## src/rtl/toggle_mon_pkg.sv

```systemverilog
// ============================================================================
// toggle_mon_pkg : FSM state and error-code types shared by the toggle monitor
// Rev 1.0
// ============================================================================
`default_nettype none

package toggle_mon_pkg;

   typedef enum logic [1:0] {
      ST_IDLE   = 2'd0,
      ST_TRACK  = 2'd1,
      ST_LOCKED = 2'd2,
      ST_ERROR  = 2'd3
   } state_e;

   typedef enum logic [1:0] {
      ERR_NONE  = 2'b00,
      ERR_RUN   = 2'b01,
      ERR_STALL = 2'b10
   } err_code_e;

endpackage

`default_nettype wire

```

## src/rtl/toggle_mon_edge.sv

```systemverilog
// ============================================================================
// toggle_mon_edge : registers the monitored signal and flags any change
// Rev 1.0
// ============================================================================
`default_nettype none

module toggle_mon_edge (
   input  logic clk,
   input  logic rst,
   input  logic sig_i,
   output logic edge_o
);

   logic sig_q;

   // Keeps sampling through clr and ERROR so edge detection never goes stale.
   always_ff @(posedge clk) begin
      if (rst) begin
         sig_q <= 1'b0;
      end else begin
         sig_q <= sig_i;
      end
   end

   assign edge_o = sig_i ^ sig_q;

endmodule

`default_nettype wire

```

## src/rtl/toggle_monitor.sv

```systemverilog
// ============================================================================
// toggle_monitor : measures run lengths of a toggling signal, locks onto the
//                  expected cadence and flags wrong runs or stalls (sticky)
// Rev 1.0
// ============================================================================
`default_nettype none

module toggle_monitor
   import toggle_mon_pkg::*;
#(
   parameter int unsigned CNT_W   = 16,
   parameter int unsigned EXP_RUN = 1,
   parameter int unsigned LOCK_N  = 4,
   parameter int unsigned TIMEOUT = 8
) (
   input  logic             clk,
   input  logic             rst,
   input  logic             in_sig,
   input  logic             clr,
   output logic [CNT_W-1:0] edge_cnt,
   output logic [CNT_W-1:0] run_len,
   output logic             locked,
   output logic             err,
   output logic [1:0]       err_code
);

   localparam int unsigned      MATCH_W   = $clog2(LOCK_N + 1);
   localparam logic [CNT_W-1:0] c_ONES    = '1;
   localparam logic [CNT_W-1:0] c_EXP_RUN = CNT_W'(EXP_RUN);
   localparam logic [CNT_W-1:0] c_TIMEOUT = CNT_W'(TIMEOUT);
   localparam logic [MATCH_W-1:0] c_LOCK_N = MATCH_W'(LOCK_N);

   logic               edge_det;
   logic               run_ok;
   logic               stall;

   state_e             state_q,    state_d;
   err_code_e          err_code_q, err_code_d;
   logic [CNT_W-1:0]   run_cnt_q,  run_cnt_d;
   logic [CNT_W-1:0]   edge_cnt_q, edge_cnt_d;
   logic [CNT_W-1:0]   run_len_q,  run_len_d;
   logic [MATCH_W-1:0] match_q,    match_d;
   logic [MATCH_W-1:0] match_inc;
   logic               locked_q;
   logic               err_q;

   toggle_mon_edge u_edge (
      .clk    (clk),
      .rst    (rst),
      .sig_i  (in_sig),
      .edge_o (edge_det)
   );

   assign run_ok    = (run_cnt_q == c_EXP_RUN);
   assign stall     = (run_cnt_q == c_TIMEOUT);
   assign match_inc = match_q + MATCH_W'(1);

   always_comb begin
      state_d    = state_q;
      err_code_d = err_code_q;
      match_d    = match_q;

      run_cnt_d  = run_cnt_q;
      if (edge_det) begin
         run_cnt_d = CNT_W'(1);
      end else if (run_cnt_q != c_ONES) begin
         run_cnt_d = run_cnt_q + CNT_W'(1);
      end

      edge_cnt_d = edge_cnt_q;
      if (edge_det && (edge_cnt_q != c_ONES)) begin
         edge_cnt_d = edge_cnt_q + CNT_W'(1);
      end

      // The offending run is still captured; only later runs are frozen out.
      run_len_d = run_len_q;
      if (edge_det && (state_q != ST_ERROR)) begin
         run_len_d = run_cnt_q;
      end

      unique case (state_q)
         ST_IDLE: begin
            if (edge_det) begin
               state_d = ST_TRACK;
               match_d = '0;
            end
         end
         ST_TRACK: begin
            if (edge_det) begin
               if (run_ok) begin
                  match_d = match_inc;
                  if (match_inc == c_LOCK_N) begin
                     state_d = ST_LOCKED;
                  end
               end else begin
                  state_d    = ST_ERROR;
                  err_code_d = ERR_RUN;
               end
            end else if (stall) begin
               state_d    = ST_ERROR;
               err_code_d = ERR_STALL;
            end
         end
         ST_LOCKED: begin
            if (edge_det) begin
               if (!run_ok) begin
                  state_d    = ST_ERROR;
                  err_code_d = ERR_RUN;
               end
            end else if (stall) begin
               state_d    = ST_ERROR;
               err_code_d = ERR_STALL;
            end
         end
         ST_ERROR: begin
            state_d = ST_ERROR;
         end
         default: begin
            state_d = ST_IDLE;
         end
      endcase

      if (clr) begin
         state_d    = ST_IDLE;
         err_code_d = ERR_NONE;
         match_d    = '0;
         run_cnt_d  = '0;
         edge_cnt_d = '0;
         run_len_d  = '0;
      end
   end

   always_ff @(posedge clk) begin
      if (rst) begin
         state_q    <= ST_IDLE;
         err_code_q <= ERR_NONE;
         match_q    <= '0;
         run_cnt_q  <= '0;
         edge_cnt_q <= '0;
         run_len_q  <= '0;
         locked_q   <= 1'b0;
         err_q      <= 1'b0;
      end else begin
         state_q    <= state_d;
         err_code_q <= err_code_d;
         match_q    <= match_d;
         run_cnt_q  <= run_cnt_d;
         edge_cnt_q <= edge_cnt_d;
         run_len_q  <= run_len_d;
         locked_q   <= (state_d == ST_LOCKED);
         err_q      <= (state_d == ST_ERROR);
      end
   end

   assign edge_cnt = edge_cnt_q;
   assign run_len  = run_len_q;
   assign locked   = locked_q;
   assign err      = err_q;
   assign err_code = err_code_q;

endmodule

`default_nettype wire
```

## config.mk

```make
export PLATFORM = sky130hd
export DESIGN_NAME = toggle_monitor
export DESIGN_NICKNAME = d
export VERILOG_FILES = /design/src/rtl/toggle_mon_pkg.sv /design/src/rtl/toggle_mon_edge.sv /design/src/rtl/toggle_monitor.sv
export SDC_FILE = /design/constraint.sdc
export NUM_CORES = 1
export LEC_CHECK = 0
export CAP_MARGIN = 15
export CORE_UTILIZATION = 30
export DETAILED_ROUTE_END_ITERATION = 10
export DONT_BUFFER_PORTS = 1
export PLACE_DENSITY = 0.47
export RECOVER_POWER = 50
export SYNTH_ARGS = -nofsm -noshare
export SYNTH_HDL_FRONTEND = slang
export SYNTH_SLANG_ARGS = --single-unit
```

## constraint.sdc

```tcl
create_clock -name clk -period 2.35 [get_ports clk]
set_clock_uncertainty 0.2 [all_clocks]
set_input_delay 0.3525 -clock clk [delete_from_list [all_inputs] [get_ports clk]]
set_output_delay 0.3525 -clock clk [all_outputs]
set_load 0.02 [all_outputs]
```

==> flow_metrics.tcl, run 1 <==
set metrics [dict create \
    synth-main-ff-cell "dfxtp_1" \
    grt_max_degree 32 \
    async_flop_share_pct 0 \
    path_clk_slew_ps 70 \
    violations "DRC" \
    fp.dieH_um 97.70 \
    period_share_pct 88.52 \
    fin_nets 368 \
    hold_viol_final 0 \
    cts_made_buffers 9 \
    rrSetupSlack_ps 270 \
    postLayoutCoreUtil_pct 36.36 \
    grt-ovfl-total 0 \
    dp_slack_ps 159.5 \
    start_util_pct 31.20 \
    place_area_sq_um 3014 \
    synth_top_area_share_pct 42.26 \
    critPathCaptureType "flip-flop" \
    ys_ff_latch 58 \
    setup_slack_ps 269.8 \
    period_needed_ps 2080 \
    pin_count 40 \
    hpwl_um 4751 \
    power_density_nw_per_um2 668.6 \
    crit_end "locked" \
    antenna_found_initial 0 \
    ir_worst_vdd_mv 0.4221 \
    synth-edff-count 0 \
    fp-row-count 34 \
    synth_cells 329 \
    slew_headroom_pct 30.96 \
    slew_violations 0 \
    clk_path_buf_depth 2 \
    worstMarginPinSlew_ps 1032 \
    cts_tree "built" \
    insertedDiodeCount 0 \
    power.leakage_nw 1.096 \
    r2r_end "locked" \
    yosys.area.top_type "dfxtp_1" \
    finalSetupTns_ps 0 \
    core_area_sq_um 8806 \
    reg2reg_from "run_cnt_q[12]" \
    grt_pass1_wl_um 11370 \
    drv_cap 0 \
    crit_path_start "run_cnt_q[12]" \
    routedWlPerCell_um 14.44 \
    worstHoldPathType "input port to flip-flop" \
    vias_per_cell 5.172 \
    fillers 945 \
    htree_levels 3 \
    worst_ep_required_time_ps 2420 \
    vias 2410 \
    reg2reg_depth 5 \
    seq_area_frac_synth_pct 42.26 \
    fmax_mhz 480.7 \
    outcome "finished with violations" \
    area_delta_synth_final_pct 16.53 \
    synth_nets 344 \
    post-route-drc-count 4 \
    rsz0062_at_grt "no" \
    ys_types 45 \
    syn-cell-area_sq_um 2748 \
    worstSkewPairLatency_ps 330 \
    first_iter_violations 90 \
    gp_congestion 0.7882 \
    start_kind "flip-flop" \
    drt_wl_total_um 6731 \
    grt_usage_pct 14.99 \
    clkSinkCount 58 \
    final_antenna_net_count 0 \
    cp_data_arrival_time_ps 2150 \
    port_buffers 0 \
    first_global_vias 2357 \
    die_w_um 97.70 \
    worstSetupPathType "flip-flop to flip-flop" \
    dieArea_sq_um 9545 \
    crit_fanout 8 \
    drtPass1Iterations 7 \
    cts_root_buf "clkbuf_8" \
    design_area_sq_um 3202 \
    postCtsSetupBuffers 0 \
    yosys_warnings 0 \
    synth_area_leaders "dfxtp_1 42%, nand2_1 6.6%, ha_1 5.0%" \
    drive_gt1_share_pct 9.218 \
    setup_viol 0 \
    syn_avg_cell_area_sq_um 8.351 \
]
## power breakdown
group          total, mW  switching [mW]  leakage [nW]  internal, mW
clock               1.02           0.404         0.116         0.619
combinational      0.120          0.0778         0.512        0.0423
sequential         0.998         0.00882         0.468         0.989
## cells in the final DEF, fill, tap and decap left out, drive strengths merged, types with 2 or more instances in the layout
master,instances
ha,11
nor3,9
buf,11
nand2,48
a211oi,4
nor2b,4
a2bb2oi,2
inv,7
a311oi,5
clkinv,4
or3,3
and4,5
bufinv,2
and3,6
xnor2,8
a31o,2
nor3b,2
dlygate4sd3,3
o21ai,13
nor2,34
nand4b,2
clkbuf,26
dfxtp,58
mux2i,4
nand4,13
xor2,10
nor4,6
and2,2
a31oi,5
or2,2
a21oi,22
nand3,11
o211ai,5
## what timing repair did
item                                    in CTS  in global routing
hold endpoints to repair                     3                  0
hold buffers                                 3                  0
endpoints found under the setup margin       0                  1
resized for setup                            0                  1
## sequential cells by signal, summed over array words and instances (netlist names)
signal / flops
err: 1
run_cnt_q: 16
err_code: 2
match_q: 3
state_q: 2
run_len: 16
edge_cnt: 16
locked: 1
u_edge.sig_q: 1
## synth_stat cells, drive strengths merged, types with 6 or more instances
library cell and number:
clkbuf 12, inv 7, o21ai 13, a21oi 22
nor4 6, nor3 9, xor2 10, dfxtp 58
nor2 34, ha 11, and3 6, xnor2 8
nand3 11, nand4 13, nand2 48
## critical path: stages (launching register included)
cell and delay, ps:
dfxtp_1 400, nor4_2 390, nand4_1 290, a2bb2oi_1 210
o21ai_0 350, nor2b_1 170
## metrics by stage
step           cells  total power [mW]  hold WS [ps]
3_5_place_dp     447             1.138         227.8
6_report         466             2.141         184.9
3_3_place_gp     447             1.138         227.1
4_1_cts          466             2.183         163.1
2_1_floorplan    329             1.097         224.1
5_1_grt          466             2.223         176.8
## worst min path at each step
stage               depth (start not counted)           end  start
floorplan                                   1  u_edge.sig_q    rst
global placement                            1    state_q[0]    rst
detailed placement                          1    state_q[0]    rst
CTS                                         3   edge_cnt[5]    rst
global route                                4   err_code[0]    rst
finish                                      3   edge_cnt[5]    rst
## area by class of cell
class | instances | area (sq um) | area share [%]
clock buffers | 10 | 137.6 | 4.299
well taps | 108 | 135.1 | 4.220
repair buffers | 30 | 172.7 | 5.393
multi-input cells | 247 | 1489 | 46.50
clock inverters | 6 | 80.08 | 2.501
inverters | 7 | 26.28 | 0.8206
flip-flops and latches | 58 | 1161 | 36.26
## routing by layer
metal	routed length [um]	part of all wire, %	GRT usage, %	up-vias
met3	433	6.4	5.612	7
met1	3206	48	18.24	1131
met5	0	0	0	-
met2	2991	44	23.62	55
met4	98	1.5	6.643	0
li1	-	-	-	1217
## logic make-up after synthesis
logic type | after synthesis | synth area share [%]
buf+inv | 24 | 3.552
flops | 58 | 42.26
mux | 4 | 1.457
fa+ha+maj | 11 | 5.009
xor+xnor | 18 | 5.738
simple gates | 152 | 27.87
compound gates | 62 | 14.12
Note: power is estimated with default switching activity, not from simulation.
==> run 2: changes to the inputs <==
--- a/constraint.sdc
+++ b/constraint.sdc
@@ -4,2 +4,2 @@
 set_output_delay 0.3525 -clock clk [all_outputs]
-set_load 0.02 [all_outputs]
+set_load 0.1 [all_outputs]
==> run 2 against run 1 <==
Compared with the run above: the flow still finishes with violations (DRC); core utilization increased by 1.3 points; register-to-register slack got worse by 50 ps; hold slack got worse by 150 ps; sequential cell count unchanged; worst setup slack got worse by 48 ps; global-route usage about the same; combinational power increased by 12%; final cell count rose by 3.9%; largest cell class unchanged.
==> flow_metrics.tcl, run 2 (synthesized netlist as in run 1, its figures left out) <==
set metrics [dict create \
    worstHoldPathType "input port to flip-flop" \
    fillers 933 \
    ir_worst_vdd_mv 0.4569 \
    outcome "finished with violations" \
    finalSetupTns_ps 0 \
    cts_tree "built" \
    critPathCaptureType "flip-flop" \
    grt-ovfl-total 0 \
    drv_cap 0 \
    first_iter_violations 72 \
    drt_wl_total_um 6655 \
    start_util_pct 31.20 \
    slew_violations 0 \
    start_kind "flip-flop" \
    dieArea_sq_um 9545 \
    period_needed_ps 2129 \
    rsz0062_at_grt "no" \
    worstMarginPinSlew_ps 894.4 \
    period_share_pct 90.58 \
    core_area_sq_um 8806 \
    dp_slack_ps 243.9 \
    vias_per_cell 5.093 \
    final_common_cell "nand2_1" \
    drive_gt1_share_pct 21.54 \
    gp_congestion 0.7775 \
    timing.hold.ws_ps 35.78 \
    area_delta_synth_final_pct 20.67 \
    setup_viol 0 \
    crit_fanout 8 \
    vias 2465 \
    final_cell_mix "48 x nand2_1, 43 x dfxtp_1, 37 x clkbuf_2" \
    power.leakage_nw 1.233 \
    fmax_mhz 469.8 \
    antenna_found_initial 0 \
    ctsHoldBuffers 3 \
    hpwl_um 4740 \
    routedWlPerCell_um 13.75 \
    drtPass1Iterations 7 \
    worst_ep_required_time_ps 2360 \
    rrSetupSlack_ps 220 \
    clk_path_buf_depth 2 \
    postCtsSetupBuffers 0 \
    fp.dieH_um 97.70 \
    grt_usage_pct 14.99 \
    insertedDiodeCount 0 \
    cp_data_arrival_time_ps 2140 \
    slew_headroom_pct 39.94 \
    clkSinkCount 58 \
    cts_root_buf "clkbuf_8" \
    path_clk_slew_ps 70 \
    grt_max_degree 32 \
    htree_levels 3 \
    fp-row-count 34 \
    pin_count 40 \
    power_density_nw_per_um2 633.8 \
    hold_viol_final 0 \
    setup_slack_ps 221.4 \
    worstSetupPathType "flip-flop to flip-flop" \
    port_buffers 0 \
    post-route-drc-count 6 \
    final_antenna_net_count 0 \
    fin_nets 386 \
    worstSkewPairLatency_ps 340 \
    violations "DRC" \
    cts_resized 0 \
    die_w_um 97.70 \
    cts_made_buffers 9 \
    grt_pass1_wl_um 11430 \
    first_global_vias 2329 \
]
==> run 2: cell types whose count changed in the layout (fill, tap and decap cells not counted), sizes merged <==
cell    before  now
bufinv       2    1
clkinv       4    3
buf         11    7
clkbuf      26   50
==> run 2: final cells by class <==
type                       count  area [sq um]  share of cell area [%]
multi-input combinational    247          1489                   44.91
sequential                    58          1180                   35.58
timing repair buffer          48         271.5                   8.189
clock buffer                  12         165.2                   4.981
tap                          108         135.1                   4.075
clock inverter                 4         48.80                   1.472
inverter                       7         26.28                  0.7925
==> run 2: worst paths after layout <==
path	startpoint	to	cells past startpoint
worst min register to register	run_len[10]	run_len[10]	2
worst max-delay path	run_cnt_q[12]	err	5
worst min-delay path	rst	err_code[0]	3
worst max register to register	run_cnt_q[12]	err	5
==> run 2: power by group <==
part           switching (mW)  internal (mW)
Combinational          0.0957         0.0383
Clock                   0.397          0.574
Sequential            0.00645          0.989
Total                   0.499           1.60
==> run 2: worst max-delay path: stages, from the launching register on <==
cell and delay, ps:
dfxtp_1 400, nor4_1 420, nand4_1 300, a2bb2oi_1 230, o2111ai_1 370, nor2_1 80
==> run 2: metrics by stage <==
stage,instance area [sq um],util [%],power [mW],instances
2_1_floorplan,2768,-,1.114,329
3_3_place_gp,3169,35.99,1.150,465
3_5_place_dp,3169,35.99,1.151,465
4_1_cts,3413,38.76,2.147,484
5_1_grt,3316,37.65,2.202,484
6_report,3316,37.65,2.101,484
==> run 2: per-layer routing <==
layer | GRT usage [%] | routed length (um)
met1 | 20.21 | 3365
met2 | 22.26 | 2921
met3 | 4.892 | 298
met4 | 5.478 | 70
met5 | 0 | 0
==> run 3: changes to the inputs <==
- CORE_ASPECT_RATIO: unset -> 0.75
- PLACE_DENSITY: 0.47 -> 0.43
==> run 3 against run 2 <==
Compared with the run above: the run now ends clean; maximum frequency decreased by 1.9%; non-clock buffer count is 4 higher; wire length is 9.0% higher; hold slack gained 130 ps; core utilization is 2.1 points higher; register-to-register slack worse by 40 ps; clock power grew 38%; critical path depth unchanged; critical path type unchanged; highest routed layer unchanged.
==> flow_metrics.tcl, run 3 (synthesized netlist as in run 1, its figures left out) <==
set metrics [dict create \
    outcome "finished, final reports clean" \
    fin_nets 390 \
    antenna_found_initial 0 \
    drive_gt1_share_pct 21.90 \
    insertedDiodeCount 0 \
    critPathCaptureType "flip-flop" \
    first_iter_violations 201 \
    port_buffers 0 \
    cp_data_arrival_time_ps 2160 \
    place_area_sq_um 3199 \
    slowest_stage "xnor2_1" \
    start_kind "flip-flop" \
    drtPass1Iterations 4 \
    rsz0062_at_grt "no" \
    drt_wl_total_um 7256 \
    area_delta_synth_final_pct 25.46 \
    post-route-drc-count 0 \
    grt_pass1_wl_um 12320 \
    regArea_sq_um 1180 \
    cts_made_buffers 9 \
    path_clk_slew_ps 50 \
    worstSetupPathType "flip-flop to flip-flop" \
    slew_headroom_pct 23.10 \
    core_area_sq_um 8672 \
    ir_worst_vdd_mv 0.2936 \
    slew_violations 0 \
    worstMarginPinSlew_ps 1158 \
    finalSetupTns_ps 0 \
    fp-row-count 29 \
    grt_usage_pct 16.64 \
    cts_tree "built" \
    vias 2462 \
    worstSkewPairLatency_ps 330 \
    die_w_um 112.5 \
    gp_congestion 0.7825 \
    cts_root_buf "clkbuf_16" \
    fmax_mhz 460.6 \
    dieArea_sq_um 9549 \
    worstHoldPathType "input port to flip-flop" \
    start_util_pct 31.68 \
    period_needed_ps 2171 \
    hpwl_um 5125 \
    clk_path_buf_depth 2 \
    worst_ep_required_time_ps 2340 \
    postCtsSetupBuffers 0 \
    crit_fanout 11 \
    design_area_sq_um 3447 \
    final_antenna_net_count 0 \
    fp.dieH_um 84.88 \
    first_global_vias 2281 \
    drv_cap 0 \
    crit_chain "xnor2_1, nor2_1, nand4_1, xor2_1, nor2_1" \
    final_common_cell "nand2_1" \
    routedWlPerCell_um 14.90 \
    multiInputGateArea_sq_um 1501 \
    pin_count 40 \
    grt-ovfl-total 0 \
    power_density_nw_per_um2 718.1 \
    htree_levels 3 \
    vias_per_cell 5.055 \
    rrSetupSlack_ps 180 \
    grt_max_degree 32 \
    clkSinkCount 58 \
    fillers 890 \
    setup_viol 0 \
    critPathMaxStageDelay_ps 830 \
    period_share_pct 92.38 \
    hold_viol_final 0 \
    cpMostUsedCell "nor2_1" \
    power.leakage_nw 1.288 \
    final_cell_mix "48 x nand2_1, 43 x dfxtp_1, 35 x clkbuf_2" \
]
## run 3: changes by cell type in the layout (fill, tap and decap cells not counted)
cell and change:
nor4_2 +2, clkbuf_16 +9, nor4_1 -2, clkbuf_2 -2, clkinv_2 -1, buf_4 +4, clkbuf_1 +3, clkinv_4 -1
clkbuf_8 -9
## run 3: through the flow
step / total power, mW / utilization (%) / std cells / setup slack [ps] / hold slack, ps
3_3_place_gp: 1.154 / 36.89 / 469 / 217.2 / 226.2
4_1_cts: 2.517 / 40.76 / 487 / 160.1 / 159.3
5_1_grt: 2.567 / 39.75 / 487 / 18.47 / 177.9
2_1_floorplan: 1.114 / - / 329 / 42.36 / 224.1
6_report: 2.475 / 39.75 / 487 / 179.1 / 167.4
3_5_place_dp: 1.155 / 36.89 / 469 / 191.5 / 227.7
## run 3: path summary, 6_finish.rpt
kind / startpoint / endpoint / cells after the start
worst max-delay path: u_edge.sig_q / edge_cnt[8] / 5
worst min register to register: run_len[2] / run_len[2] / 2
worst max register to register: u_edge.sig_q / edge_cnt[8] / 5
worst min-delay path: rst / edge_cnt[5] / 3
## run 3: report_power, final
part | switching (mW) | internal, mW | leakage, nW
sequential | 0.00713 | 0.991 | 0.476
clock | 0.439 | 0.898 | 0.152
combinational | 0.0996 | 0.0396 | 0.661
total | 0.546 | 1.93 | 1.29
## run 3: critical path: cells and delay by family (launching register included)
family                    cells  cell delay [ps]
xor gates and xnor gates      2              990
and+or+nand+nor               3              520
DFF                           1              320
## run 3: per-layer routing
metal  vias to the layer above  track usage, %  wire length, um
li1                       1274               -                -
met4                         0           4.848               56
met3                         4           5.214              409
met5                         -               0                0
met2                        67           20.84             2734
met1                      1117           26.19             4055
## run 3: timing repair
item,CTS,global route
hold endpoints to repair,3,0
hold buffers,3,0
endpoints found under the setup margin,0,7
gates resized for setup,0,2
## run 3: cell type report
| type | count | area share, % |
|---|---|---|
| Tap cell | 108 | 3.920 |
| Sequential cell | 58 | 34.23 |
| Multi-Input combinational cell | 247 | 43.56 |
| Timing Repair Buffer | 52 | 8.675 |
| Clock buffer | 13 | 7.840 |
| Inverter | 7 | 0.7622 |
| Clock inverter | 2 | 1.016 |
